[src/rtl/segre_mem_arbiter.sv]
// Two-port line-miss arbiter onto one shared memory port: optional writeback then fill, atomic per grant.
// Build option: define SEGRE_MEM_ARB_DPRIO_EN for fixed dcache priority instead of round-robin.
module segre_mem_arbiter #(
  parameter int ADDR_W     = 32,
  parameter int LINE_BYTES = 16,
  parameter int NPORTS     = 2
) (
  input  logic                                    clk_i,
  input  logic                                    rsn_i,
  input  logic [NPORTS-1:0]                       req_i,
  input  logic [NPORTS-1:0]                       wb_i,
  input  logic [NPORTS-1:0][ADDR_W-1:0]           wb_addr_i,
  input  logic [NPORTS-1:0][LINE_BYTES*8-1:0]     wb_line_i,
  input  logic [NPORTS-1:0][ADDR_W-1:0]           fill_addr_i,
  output logic [NPORTS-1:0]                       grant_o,
  output logic [NPORTS-1:0]                       done_o,
  output logic [LINE_BYTES*8-1:0]                 line_o,
  output logic                                    mem_req_o,
  output logic                                    mem_we_o,
  output logic [ADDR_W-1:0]                       mem_addr_o,
  output logic [LINE_BYTES*8-1:0]                 mem_wdata_o,
  input  logic                                    mem_ack_i,
  input  logic [LINE_BYTES*8-1:0]                 mem_rdata_i
);

  localparam int LW  = LINE_BYTES * 8;
  localparam int OFF = $clog2(LINE_BYTES);
  localparam logic [ADDR_W-1:0] ALIGN_MASK = {ADDR_W{1'b1}} << OFF;

  typedef enum logic [2:0] {IDLE, GRANT, WB, FILL, RESPOND} state_t;

  state_t              state_q, state_d;
  logic                win_q, win_d;
  logic [ADDR_W-1:0]   fill_addr_q, fill_addr_d;
  logic [NPORTS-1:0]   grant_q, grant_d;
  logic [NPORTS-1:0]   done_q, done_d;
  logic [LW-1:0]       line_q, line_d;
  logic                mem_req_q, mem_req_d;
  logic                mem_we_q, mem_we_d;
  logic [ADDR_W-1:0]   mem_addr_q, mem_addr_d;
  logic [LW-1:0]       mem_wdata_q, mem_wdata_d;
  logic                arb_win;

`ifdef SEGRE_MEM_ARB_DPRIO_EN
  assign arb_win = req_i[1];
`else
  logic last_q, last_d;
  // On a conflict the port that did not win last time gets memory.
  assign arb_win = (&req_i) ? ~last_q : req_i[1];
`endif

  always_comb begin
    state_d     = state_q;
    win_d       = win_q;
    fill_addr_d = fill_addr_q;
    grant_d     = grant_q;
    done_d      = '0;
    line_d      = line_q;
    mem_req_d   = mem_req_q;
    mem_we_d    = mem_we_q;
    mem_addr_d  = mem_addr_q;
    mem_wdata_d = mem_wdata_q;
`ifndef SEGRE_MEM_ARB_DPRIO_EN
    last_d      = last_q;
`endif
    case (state_q)
      IDLE: begin
        if (|req_i) begin
          win_d            = arb_win;
          grant_d          = '0;
          grant_d[arb_win] = 1'b1;
          state_d          = GRANT;
`ifndef SEGRE_MEM_ARB_DPRIO_EN
          last_d           = arb_win;
`endif
        end
      end
      GRANT: begin
        // The first beat is set up here so mem_req_o comes straight from a flop.
        fill_addr_d = fill_addr_i[win_q] & ALIGN_MASK;
        mem_wdata_d = wb_line_i[win_q];
        mem_req_d   = 1'b1;
        if (wb_i[win_q]) begin
          mem_we_d   = 1'b1;
          mem_addr_d = wb_addr_i[win_q] & ALIGN_MASK;
          state_d    = WB;
        end else begin
          mem_we_d   = 1'b0;
          mem_addr_d = fill_addr_i[win_q] & ALIGN_MASK;
          state_d    = FILL;
        end
      end
      WB: begin
        if (mem_ack_i) begin
          mem_we_d   = 1'b0;
          mem_addr_d = fill_addr_q;
          state_d    = FILL;
        end
      end
      FILL: begin
        if (mem_ack_i) begin
          line_d        = mem_rdata_i;
          mem_req_d     = 1'b0;
          done_d[win_q] = 1'b1;
          state_d       = RESPOND;
        end
      end
      RESPOND: begin
        grant_d = '0;
        state_d = IDLE;
      end
      default: state_d = IDLE;
    endcase
  end

  always_ff @(posedge clk_i or negedge rsn_i) begin
    if (!rsn_i) begin
      state_q     <= IDLE;
      win_q       <= 1'b0;
      fill_addr_q <= '0;
      grant_q     <= '0;
      done_q      <= '0;
      line_q      <= '0;
      mem_req_q   <= 1'b0;
      mem_we_q    <= 1'b0;
      mem_addr_q  <= '0;
      mem_wdata_q <= '0;
`ifndef SEGRE_MEM_ARB_DPRIO_EN
      last_q      <= 1'b1;
`endif
    end else begin
      state_q     <= state_d;
      win_q       <= win_d;
      fill_addr_q <= fill_addr_d;
      grant_q     <= grant_d;
      done_q      <= done_d;
      line_q      <= line_d;
      mem_req_q   <= mem_req_d;
      mem_we_q    <= mem_we_d;
      mem_addr_q  <= mem_addr_d;
      mem_wdata_q <= mem_wdata_d;
`ifndef SEGRE_MEM_ARB_DPRIO_EN
      last_q      <= last_d;
`endif
    end
  end

  assign grant_o     = grant_q;
  assign done_o      = done_q;
  assign line_o      = line_q;
  assign mem_req_o   = mem_req_q;
  assign mem_we_o    = mem_we_q;
  assign mem_addr_o  = mem_addr_q;
  assign mem_wdata_o = mem_wdata_q;

endmodule

[config.mk]
export PLATFORM = sky130hd
export DESIGN_NAME = segre_mem_arbiter
export DESIGN_NICKNAME = d
export VERILOG_FILES = /design/src/rtl/segre_mem_arbiter.sv
export SDC_FILE = /design/constraint.sdc
export NUM_CORES = 1
export LEC_CHECK = 0
export ABC_CLOCK_PERIOD_IN_PS = 1650
export BUFFER_PORTS_ARGS = -buffer_cell sky130_fd_sc_hd__buf_2
export CELL_PAD_IN_SITES_DETAIL_PLACEMENT = 0
export CELL_PAD_IN_SITES_GLOBAL_PLACEMENT = 1
export CORE_AREA = 2 2 315 317
export DETAILED_ROUTE_END_ITERATION = 7
export DIE_AREA = 0 0 317 319
export PLACE_DENSITY = 0.47
export RECOVER_POWER = 100
export SYNTH_ARGS = -nofsm -noshare
export SYNTH_HDL_FRONTEND = slang
export SYNTH_SLANG_ARGS = --single-unit
[constraint.sdc]
create_clock -name clk_i -period 1.65 [get_ports clk_i]
set_input_delay 0.495 -clock clk_i [delete_from_list [all_inputs] [get_ports clk_i]]
set_output_delay 0.495 -clock clk_i [all_outputs]
set_load 0.01 [all_outputs]
==> impl_results.md <==
* Synth Area in Adders at 0
* Core box area at 97700 µm²
* Drc violations at 0
* Worst Path Arrival at 2.16 ns
* Status: finished, violations left
* RSZ-0062 raised after global routing: yes
* Mapped cell area at 15400 µm²
* Number of synthesized flops with an enable pin at 0
* Fill cell count at 10.4k
* Worst endpoint required time at 2.12 ns
* CTS buffer count at 41
* Fmax achieved at 591 MHz
* Hold Fails Final Rpt at 0
* Synth-to-layout area growth at 63.3%
* Pwr Density at 1990 nW/µm²
* WS Path Type: reg -> reg
* Post-Synth Simple-Gate Area at 0.0477
* Fin crit share at 1.03
* Synth Area in Compound Gates at 0.0952
* # clock sinks at 323
* Crit path time final at 1.69 ns
* Clock latency at the later pin of the worst-skew pair at 0.59 ns
* H-tree depth at 2
* Pleak at 12.1 nW
* Power Total at 50.0 mW
* Share of layout cells above drive strength 1 at 0.568
* Failing checks: setup timing
* Main combinational cell family by area after synthesis: multiplexers
* Initial core utilization at 0.157
* Final HPWL DP at 47700 µm
* Worst Skew at 0.0219 ns
* Async set or reset register ratio after synthesis at 1.00
* Clk pin slew, worst setup/hold paths at 0.05 ns
* MaxCap Viol Count at 0
* TritonCTS clock tree: built
* Setup crit start kind: flop
* Post-Synth XOR/XNOR Area at 0
* Gp weighted congestion at 0.877
* Clk buf depth at 3
* Initial DRT Pass Iterations at 4
* CP endpoint kind: flop
* Slew @ Worst Pin at 0.780 ns
* Routed WL at 62000 µm
* I/O pin cnt at 813
* Die area at 101000 µm²
* Die Wd at 317 µm
* Number of antenna violations at the first check in global routing at 6
* Final Cell Area at 25100 µm²
* Mux cell area share after synthesis at 0.278
* Netlist cell types at 36
* Clock root buffer: clkbuf_16
* Post-Route Setup TNS at -1.09 ns
* Initial detailed-routing violation count at 575
* First-pass GRT wire length at 88000 µm
* Final count of pins violating max slew at 0
* Synthesized instance count at 1226
* IO buf count at 792
* Layout Nets at 2754
* Top_reg_cell synth: dfrtp_1
* Post-synthesis sequential area ratio at 0.526
* Number of global-route vias before repair at 14.3k
* Hold Crit Class: in -> reg
* Total number of vias at 13.5k
* GRT Residual Overflow at 0
* Largest net degree at the start of global routing at 67
* Row count at 115
* Die Ht at 319 µm
* GRT Resource Usage Total at 0.115
* Maximum vdd drop at 0.000834 V
* WL/cell at 17.5 µm
* Placed cell area at 21300 µm²
* DR vias/cell at 3.80
* Post-route setup slack at -0.0431 ns
* Worst rel slew slack at 0.480
* Worst Path Max Fanout at 16
* Synthesized area per cell at 12.5 µm²
* Post-route ant nets at 0
* Yosys warns at 0
* Yosys reg bits at 323
* Final setup fails at 51
-- Yosys cell counts, types with 2 or more instances --
cell        n  area, µm²
mux2_2     56        631
buf_2      47        235
dfrtp_1   322       8060
mux2_4    100       1500
buf_12     11        220
a21oi_1   160        801
a32oi_1    29        254
buf_6      17        191
buf_4      15        113
o211ai_1   28        210
o21ai_0    30        150
and3_1      2       12.5
nor4b_1     2       17.5
mux2i_1   213       2130
nor2_1    164        616
clkbuf_1    8       30.0
nand2_1     3       11.3
-- report_power, final --
part           switching (mW)  internal [mW]
logic                    11.7           14.7
clock network            3.61           5.29
registers                2.74           11.9
-- metal layers --
layer / up-vias / share of wire / GRT usage
li1: 6403 / - / -
met1: 6511 / 0.38 / 0.124
met2: 497 / 0.52 / 0.213
met3: 78 / 0.073 / 0.0333
met4: 4 / 0.023 / 0.0330
met5: - / 0.00024 / 0
-- worst max-delay path, cell delays in order, from the launching register on --
cell	delay, ns
dfrtp_1	0.39
and2b_4	0.27
nand3_4	0.14
inv_12	0.15
buf_12	0.13
buf_16	0.16
mux2_4	0.31
-- cell type report --
| type | instances | area, µm² | share of cell area |
|---|---|---|---|
| multi-input cells | 804 | 6470 | 0.258 |
| repair buffers | 1062 | 7540 | 0.301 |
| clock inverters | 10 | 105 | 0.00419 |
| well taps | 1287 | 1610 | 0.0642 |
| inverters | 3 | 23.8 | 0.000948 |
| diodes | 3 | 7.51 | 0.000299 |
| clock buffers | 58 | 1220 | 0.0487 |
| flip-flops and latches | 323 | 8090 | 0.323 |
-- metrics by stage --
stage / setup slack [ns] / cells / utilization / hold slack [ns]
3_3_place_gp: -0.189 / 3309 / 0.218 / 0.364
5_1_grt: -0.0985 / 3549 / 0.257 / 0.0834
6_report: -0.0431 / 3550 / 0.257 / 0.128
3_5_place_dp: -0.209 / 3309 / 0.218 / 0.363
2_1_floorplan: 0.113 / 1229 / - / 0.199
4_1_cts: -0.106 / 3477 / 0.249 / 0.0697
-- repair_timing --
| action | in CTS | in global routing |
|---|---|---|
| pin swaps | 1 | 2 |
| hold buffers | 1 | 0 |
| resized for setup | 223 | 50 |
| endpoints found under the setup margin | 360 | 423 |
| buffers inserted | 97 | 65 |
| cloned | 2 | 5 |
| hold endpoints to repair | 21 | 0 |
-- cell families after synthesis --
family | Yosys count
AO/OA/AOI/OAI | 253
other | 1
AND/OR/NAND/NOR | 178
flip-flops | 323
buffers and inverters | 102
multiplexers | 369
-- path summary, 6_finish.rpt --
| check | endpoint | slack, ns | from | cells after the start |
|---|---|---|---|---|
| worst min-delay path | line_o[17] | 0.13 | mem_rdata_i[17] | 2 |
| worst min register to register | line_o[17] | 0.50 | line_o[17] | 1 |
| worst max-delay path | line_o[48] | -0.04 | state_q[2] | 6 |
| max in group asynchronous | line_o[60] | 0.09 | rsn_i | 4 |
| min in group asynchronous | mem_wdata_o[96] | 0.54 | rsn_i | 2 |
| worst max register to register | line_o[48] | -0.04 | state_q[2] | 6 |
-- layout by cell type, fill, tap and decap left out, types with 30 or more instances in the layout --
master,n
buf_2,620
dfrtp_1,316
mux2i_1,213
buf_4,199
buf_6,185
nor2_1,163
a21oi_1,158
mux2_4,97
mux2_2,54
clkbuf_16,46
o21ai_0,30
-- sequential cells by signal, indices dropped and copies added (netlist names) --
signal,flops
done_o,2
fill_addr_q,28
grant_o,2
last_q,1
line_o,128
mem_addr_o,28
mem_req_o,1
mem_wdata_o,128
mem_we_o,1
state_q,3
win_q,1
No activity file was read; power rests on OpenSTA's default activity.
